`src/rtl/sound_request_arbiter_if.sv`:
```
// Signal bundle between game logic / audio player and sound_request_arbiter.
// slave = arbiter side, master = game logic and player side.
interface sound_request_arbiter_if #(
    parameter int NUM_CH = 8
);
    localparam int CODE_W = $clog2(NUM_CH);

    logic [NUM_CH-1:0] event_req;
    logic [NUM_CH-1:0] ch_enable;
    logic              play_ready;
    logic              play_done;
    logic              play_valid;
    logic [CODE_W-1:0] play_code;
    logic              busy;
    logic [NUM_CH-1:0] pending;
    logic              play_abort;

    modport slave (
        input  event_req, ch_enable, play_ready, play_done,
        output play_valid, play_code, busy, pending, play_abort
    );

    modport master (
        output event_req, ch_enable, play_ready, play_done,
        input  play_valid, play_code, busy, pending, play_abort
    );
endinterface

```
`src/rtl/sound_request_arbiter.sv`:
```
// Edge-detects NUM_CH event lines, queues them and grants one at a time to the audio player,
// then holds it for HOLD_CYCLES. Define SOUND_PREEMPT_EN to let higher-priority requests cut a hold.
module sound_request_arbiter #(
    parameter int NUM_CH      = 8,
    parameter int HOLD_CYCLES = 50000
) (
    input  logic                   clk,
    input  logic                   reset,
    sound_request_arbiter_if.slave bus
);
    localparam int CODE_W  = $clog2(NUM_CH);
    localparam int TIMER_W = $clog2(HOLD_CYCLES + 1);
    localparam logic [TIMER_W-1:0] HOLD_LOAD = TIMER_W'(HOLD_CYCLES - 1);

    typedef enum logic [1:0] {
        S_IDLE  = 2'd0,
        S_OFFER = 2'd1,
        S_HOLD  = 2'd2
    } state_t;

    state_t             r_state;
    state_t             w_next_state;
    logic [NUM_CH-1:0]  r_req_q;
    logic [NUM_CH-1:0]  r_pending;
    logic [CODE_W-1:0]  r_code;
    logic [TIMER_W-1:0] r_timer;

    logic [NUM_CH-1:0]  w_rise;
    logic [NUM_CH-1:0]  w_clear;
    logic [CODE_W-1:0]  w_lowest;
    logic               w_any_pending;
    logic               w_grant;
    logic               w_preempt;
    logic               w_play_valid;
    logic               w_busy;
    logic               w_play_abort;

    assign w_rise        = bus.event_req & ~r_req_q & bus.ch_enable;
    assign w_any_pending = |r_pending;
    assign w_grant       = (r_state == S_OFFER) && bus.play_ready;

    // NOTE: every always_comb output gets a default first, so no latch is inferred.
    always_comb begin
        w_clear = '0;
        if (w_grant) begin
            w_clear[r_code] = 1'b1;
        end
    end

    // Scan from the top so the lowest set index is the one left standing.
    always_comb begin
        w_lowest = '0;
        for (int i = NUM_CH - 1; i >= 0; i--) begin
            if (r_pending[i]) begin
                w_lowest = CODE_W'(i);
            end
        end
    end

`ifdef SOUND_PREEMPT_EN
    logic [NUM_CH-1:0] w_higher_mask;

    always_comb begin
        w_higher_mask = '0;
        for (int i = 0; i < NUM_CH; i++) begin
            w_higher_mask[i] = (CODE_W'(i) < r_code);
        end
    end

    assign w_preempt = (r_state == S_HOLD) && (|(r_pending & w_higher_mask));
`else
    assign w_preempt = 1'b0;
`endif

    // NOTE: sequential state uses non-blocking assignments and the async reset in the sensitivity list.
    always_ff @(posedge clk or posedge reset) begin
        if (reset) begin
            r_state <= S_IDLE;
        end else begin
            r_state <= w_next_state;
        end
    end

    always_comb begin
        w_next_state = r_state;
        case (r_state)
            S_IDLE: begin
                if (w_any_pending) begin
                    w_next_state = S_OFFER;
                end
            end
            S_OFFER: begin
                if (bus.play_ready) begin
                    w_next_state = S_HOLD;
                end
            end
            S_HOLD: begin
                if (w_preempt || bus.play_done || (r_timer == '0)) begin
                    w_next_state = S_IDLE;
                end
            end
            default: w_next_state = S_IDLE;
        endcase
    end

    always_comb begin
        w_play_valid = 1'b0;
        w_busy       = 1'b0;
        w_play_abort = 1'b0;
        case (r_state)
            S_OFFER: begin
                w_play_valid = 1'b1;
                w_busy       = 1'b1;
            end
            S_HOLD: begin
                w_busy       = 1'b1;
                w_play_abort = w_preempt;
            end
            default: begin
            end
        endcase
    end

    // A fresh edge on the channel being granted survives the clear (set wins).
    always_ff @(posedge clk or posedge reset) begin
        if (reset) begin
            r_req_q   <= '0;
            r_pending <= '0;
        end else begin
            r_req_q   <= bus.event_req;
            r_pending <= (r_pending & ~w_clear) | w_rise;
        end
    end

    always_ff @(posedge clk or posedge reset) begin
        if (reset) begin
            r_code <= '0;
        end else if ((r_state == S_IDLE) && w_any_pending) begin
            r_code <= w_lowest;
        end
    end

    always_ff @(posedge clk or posedge reset) begin
        if (reset) begin
            r_timer <= '0;
        end else if (w_grant) begin
            r_timer <= HOLD_LOAD;
        end else if ((r_state == S_HOLD) && (r_timer != '0)) begin
            r_timer <= r_timer - TIMER_W'(1);
        end
    end

    assign bus.play_valid = w_play_valid;
    assign bus.busy       = w_busy;
    assign bus.play_abort = w_play_abort;
    assign bus.play_code  = r_code;
    assign bus.pending    = r_pending;
endmodule

```
`src/flat_wrapper.sv`:
```
// flat-port wrapper written by rule: the top's interface ports become plain ports
module sound_request_arbiter_flat 
#(
    parameter int NUM_CH      = 8,
    parameter int HOLD_CYCLES = 50000
)
  (clk, reset, bus_event_req, bus_ch_enable, bus_play_ready, bus_play_done, bus_play_valid, bus_play_code, bus_busy, bus_pending, bus_play_abort);
  sound_request_arbiter_if #(.NUM_CH(NUM_CH)) bus_i ();
  input  logic clk;
  input  logic reset;
  input wire logic [$bits(bus_i.event_req)-1:0] bus_event_req;
  input wire logic [$bits(bus_i.ch_enable)-1:0] bus_ch_enable;
  input wire logic [$bits(bus_i.play_ready)-1:0] bus_play_ready;
  input wire logic [$bits(bus_i.play_done)-1:0] bus_play_done;
  output wire logic [$bits(bus_i.play_valid)-1:0] bus_play_valid;
  output wire logic [$bits(bus_i.play_code)-1:0] bus_play_code;
  output wire logic [$bits(bus_i.busy)-1:0] bus_busy;
  output wire logic [$bits(bus_i.pending)-1:0] bus_pending;
  output wire logic [$bits(bus_i.play_abort)-1:0] bus_play_abort;
  assign bus_i.event_req = bus_event_req;
  assign bus_i.ch_enable = bus_ch_enable;
  assign bus_i.play_ready = bus_play_ready;
  assign bus_i.play_done = bus_play_done;
  assign bus_play_valid = bus_i.play_valid;
  assign bus_play_code = bus_i.play_code;
  assign bus_busy = bus_i.busy;
  assign bus_pending = bus_i.pending;
  assign bus_play_abort = bus_i.play_abort;
  sound_request_arbiter #(.NUM_CH(NUM_CH), .HOLD_CYCLES(HOLD_CYCLES)) u_core (.clk(clk), .reset(reset), .bus(bus_i));
endmodule
```
`config.mk`:
```
export PLATFORM = sky130hd
export DESIGN_NAME = sound_request_arbiter_flat
export DESIGN_NICKNAME = d
export VERILOG_FILES = /design/src/rtl/sound_request_arbiter_if.sv /design/src/rtl/sound_request_arbiter.sv /design/src/flat_wrapper.sv
export SDC_FILE = /design/constraint.sdc
export NUM_CORES = 1
export LEC_CHECK = 0
export CAP_MARGIN = 20
export CORE_AREA = 10 10 88 59
export DETAILED_ROUTE_END_ITERATION = 7
export DIE_AREA = 0 0 98 69
export PLACE_DENSITY = 0.83
export RECOVER_POWER = 100
export SYNTH_ARGS = -nofsm -noshare
export SYNTH_HDL_FRONTEND = slang
export SYNTH_SLANG_ARGS = --single-unit
export TNS_END_PERCENT = 10
```
`constraint.sdc`:
```
create_clock -name clk -period 4.2 [get_ports clk]
set_clock_uncertainty 0.15 [all_clocks]
set_input_delay 0.42 -clock clk [delete_from_list [all_inputs] [get_ports clk]]
set_output_delay 0.42 -clock clk [all_outputs]
set_load 0.005 [all_outputs]
```
Yosys cells after proc, flatten, opt, wreduce, memory -nomap -nowiden
Index checks and enable logic that the tools add are counted.

storage, ports and cells
  flip-flop bits (word level) = 37
  input bits = 20
  output and inout bits = 14

operators by class
  $add $sub $neg = 1
  $lt $le $gt $ge = 2
  eq/ne operators = 5
  multiplexer cells = 19
  bitwise operators = 6
  reduce and logical (&&, ||, !) cells = 12

operators with widths
  operator                                                                              count
  16-bit 2-to-1 mux                                                                     2
  8-bit bitwise AND                                                                     3
  3-bit 2-to-1 mux                                                                      8
  16-bit zero test                                                                      1
  8-bit NOT                                                                             2
  16-bit nonzero test                                                                   1
  16-bit by 1-bit subtractor with 16-bit output (second input constant)                 1
  8-bit 2-to-1 mux                                                                      1
  8-bit OR                                                                              1
  8-bit OR reduction                                                                    1
  2-bit 2-to-1 mux                                                                      3
  2-bit one-hot mux with 3 select lines                                                 1
  1-bit logical AND                                                                     4
  3-bit by 4-bit < comparator with 1-bit output (second input constant)                 1
  2-bit by 1-bit != test with 1-bit output (second input constant)                      2
  1-bit demux with 3-bit select                                                         1
  3-bit by 1-bit greater-or-equal comparator with 1-bit output (second input constant)  1
  1-bit 2-to-1 mux                                                                      3
  3-bit AND reduction                                                                   1
  2-bit by 1-bit == test with 1-bit output (second input constant)                      1
  2-bit == test (second input constant)                                                 1
  2-bit zero test                                                                       1
  2-bit != test (second input constant)                                                 1
  2-bit nonzero test                                                                    1
  other kinds (2)                                                                       2

Longest topological paths before layout
  word-level depth = 8
  gate-level depth with buffers = 7
  gate-level depth less buffers = 7

Worst setup path before layout
OpenSTA, ideal clock, no wires.

  kind = flip-flop to flip-flop
  start = register u_core.r_state[0]
  end = register u_core.r_timer[12]
  setup time = 0.078 ns
  arrival time = 1.797 ns
  data required time = 3.972 ns
  path slack = 2.175 ns
  stages on the path, launching flop included = 8
  buffers on the path = 0
  cells stage by stage = dfrtp_1 inv_1 ha_1 nand2_1 nor3_1 o211ai_2 or4_1 a21oi_1

on the way
  longest elaborated chain between the ends = 3
  elaborated cells on any way between the ends = 6
  those cells by class = 2 x eq/ne; 1 x mux; 3 x reduce/logical

RTL lines
  what                                                                       line                                                       source
  from (decl)                                                                sound_request_arbiter.sv:21                                state_t r_state;
  from (signal assigned)                                                     sound_request_arbiter.sv:80                                r_state <= w_next_state;
  2-bit by 1-bit == test with 1-bit output or 2-bit == test (tied branches)  sound_request_arbiter.sv:40, sound_request_arbiter.sv:148
  1-bit logical AND, on equally long branches                                sound_request_arbiter.sv:40, sound_request_arbiter.sv:148
  16-bit 2-to-1 mux or 2-bit nonzero test (tied branches)                    -
  to (signal assigned)                                                       sound_request_arbiter.sv:149                               r_timer <= r_timer - TIMER_W'(1);
  to (decl)                                                                  sound_request_arbiter.sv:26                                logic [TIMER_W-1:0] r_timer;

Parallel ways exist; a longest one is shown, timed or not.
A chain may end at the register's enable or synchronous reset.

Final worst setup path
  start = register u_core.r_timer[4]
  end = register u_core.r_state[1]

on the way
  longest elaborated chain between the ends = 4

RTL lines
  what                                                       line                         source
  16-bit zero test                                           sound_request_arbiter.sv:98  if (w_preempt || bus.play_done || (r_timer == '0)) begin
  1-bit logical OR                                           sound_request_arbiter.sv:98
  2-bit by 1-bit != test with 1-bit output (no source line)  -
  3-bit AND reduction (no source line)                       -

No other way between the ends.

==> run_results.csv <==
group,metric,value,unit
clock_network,htreeDepth,2,
synth,netlist_area,1752,sq um
die,num_rows,17,
clock_network,cts_buffers,5,
grt,grt_pass1_wl,7051,microns
synth,synth.avg_cell_area,10.01,sq um
drt,dr.pass1.iters,4,
synth,synth_seq_area_share,52.86,%
clock_network,cts.sinks,37,
timing,fmax,403.9,MHz
synth,synth-seq-cells,37,
synth,synth_nets,200,
min_path,hold_class,"flip-flop to flip-flop",
worst_setup_path,worstPathRequired,4.22,ns
synth,syn-instance-count,175,
placement,placed_area,2127,sq um
clock_network,hold_buffers,0,
drt,drc,0,
grt,overflow,0,
die,io_pins,34,
synth,synth_edf_count,0,
synth,ys_top_cells_by_area,"dfrtp_1, nand2_1, o21ai_0",
timing,tns,0,ns
timing,setup-violations-final,0,
clock_network,path_clk_slew,0.07,ns
drt,route.vias.total,1431,
die,initial_core_util,48.73,%
die,die_height,69,microns
synth,yosys_warnings,0,
timing,rsz0062_at_grt,"no",
grt,grt_pass1_vias,1418,
worst_setup_path,worstSetupStartpointType,"flip-flop",
timing,period_needed,2.476,ns
cells_and_area,nets,238,
placement,dpl.hpwl,3186,microns
clock_network,post_cts_buffers,0,
grt,grt_max_degree,21,
worst_setup_path,crit_type,"flip-flop to flip-flop",
die,fp.coreArea,3595,sq um
worst_setup_path,critPathCaptureType,"flip-flop",
cells_and_area,drive_gt1_share,4.695,%
pwr,p_leak,0.8565,nW
clock_network,insertion_delay,0.29,ns
clock_network,cts_resized,0,
worst_setup_path,path_max_fanout,6,
die,die_w,98,microns
cells_and_area,diodes,0,
drt,antenna_left,0,
timing,whs,0.2741,ns
synth,synth_cell_types,36,
grt,track_usage,12.36,%
grt,antenna_found_initial,0,
run_status,status,"finished, final reports clean",
pwr,peakVddDrop,0.0003391,V
timing,finalCritPeriodShare,58.95,%
timing,relSlewSlack,36.10,%
placement,io_buffers,32,
synth,synth_top_cell_by_area,"dfrtp_1",
die,fp.dieArea,6762,sq um
drt,vias_per_cell,5.504,
run,max-cap-violations,0,
worst_setup_path,critPathArrivalTime,2.50,ns
placement,gp_congestion,0.8305,
pwr,p_per_area,475.9,nW/um^2
clock_network,cts_tree,"done",
timing,hold_viol_final,0,
drt,drt_iter0_markers,133,
timing,worst_pin_slew,0.9585,ns
cells_and_area,n_fill_cell,310,
timing,drv_slew,0,
synth,async_reset_ff_share,100.0,%
pwr,power,1.046,mW
clock_network,clock-root-buffer,"clkbuf_8",
cells_and_area,design_area,2198,sq um
drt,wl_per_cell,15.74,microns
drt,routed_wl,4093,microns
cells_and_area,utilization,61.16,%
synth,yosys_most_used_dff,"dfrtp_1",
cells_and_area,syn_to_final_growth,25.50,%
synth,synth_top_cell_area_share,52.86,%
clock_network,clock_path_buffers,2,
## state kept, by name, summed over array words and instances, names as in the netlist
register / cells
u_core.r_timer: 16
u_core.bus.play_code: 3
u_core.r_req_q: 8
u_core.bus.pending: 8
u_core.r_state: 2
## layer usage
| metal | part of all wire (%) | vias up | wire (microns) | global-route usage, % |
|---|---|---|---|---|
| li1 | - | 695 | - | - |
| met1 | 48 | 694 | 1984 | 16.81 |
| met2 | 45 | 37 | 1837 | 18.02 |
| met3 | 5.4 | 5 | 223 | 3.968 |
| met4 | 1.1 | 0 | 47 | 3.822 |
| met5 | 0 | - | 0 | 0 |
## worst paths after layout
check                             startpoint               endpoint  slack (ns)  cells after the start
min reg2reg                u_core.r_req_q[1]  u_core.bus.pending[1]        0.27                      1
max                        u_core.r_timer[4]      u_core.r_state[1]        1.72                      5
max reg2reg                u_core.r_timer[4]      u_core.r_state[1]        1.72                      5
min in group asynchronous              reset     u_core.r_timer[13]        0.55                      2
max in group asynchronous              reset      u_core.r_timer[9]        2.04                      3
min                        u_core.r_req_q[1]  u_core.bus.pending[1]        0.27                      1
## stage by stage
stage,setup slack (ns),std cells
after global placement,1.948,253
after CTS,1.798,260
after detailed placement,1.876,253
final,1.724,260
after floorplan,2.175,175
after global routing,1.471,260
## where the power goes
| part | total (mW) | leakage [nW] | switching [mW] | internal (mW) |
|---|---|---|---|---|
| Sequential | 0.492 | 0.414 | 0.0742 | 0.418 |
| Combinational | 0.309 | 0.398 | 0.158 | 0.151 |
| Clock | 0.245 | 0.0443 | 0.115 | 0.130 |
| Total | 1.05 | 0.856 | 0.347 | 0.699 |
## worst max-delay path, stage by stage, from the launching register on
cell and delay, ns:
dfrtp_1 0.42, nor4_1 0.64, nand4_1 0.41, nand2_1 0.28
o211ai_1 0.14, mux2_1 0.32
## cells by family after synthesis
group | Yosys count | synth area share, %
fa+ha+maj | 5 | 3.571
simple gates | 75 | 23.21
other cells | 1 | 0.2141
xor+xnor | 8 | 4.000
compound gates | 39 | 13.36
flops | 37 | 52.86
buf+inv | 9 | 2.143
mux | 1 | 0.6428
## cell type report
type / instances / area [sq um] / area share (%)
sequential: 37 / 925.9 / 42.12
tap: 47 / 58.81 / 2.675
inverter: 7 / 26.28 / 1.195
timing repair buffer: 33 / 324.1 / 14.74
clock buffer: 7 / 86.33 / 3.927
multi-input combinational: 129 / 777.0 / 35.34
## placed cells by master, fill, tap and decap left out, drive strengths merged, types with 6 or more instances in the layout
cell type / instances
dfrtp: 37
nand2: 25
dlygate4sd3: 22
o21ai: 19
nor2: 14
clkdlybuf4s50: 10
a21oi: 8
clkbuf: 8
inv: 7
xor2: 6
or4: 6
## Yosys cell counts (2+ instances only)
library cell and number:
nand2_1 25, ha_1 5, nand4_1 3, nor2_1 14, a21oi_1 8, xnor2_1 2, o31ai_1 5, o21ai_0 18
xor2_1 6, inv_1 7, dfrtp_1 37, nor3b_1 3, or4_1 5, nor4_2 2, nand3_1 5, o211ai_1 2
nand2b_1 5, and2_1 2, nor3_1 4
Note: power is estimated with default switching activity, not from simulation.
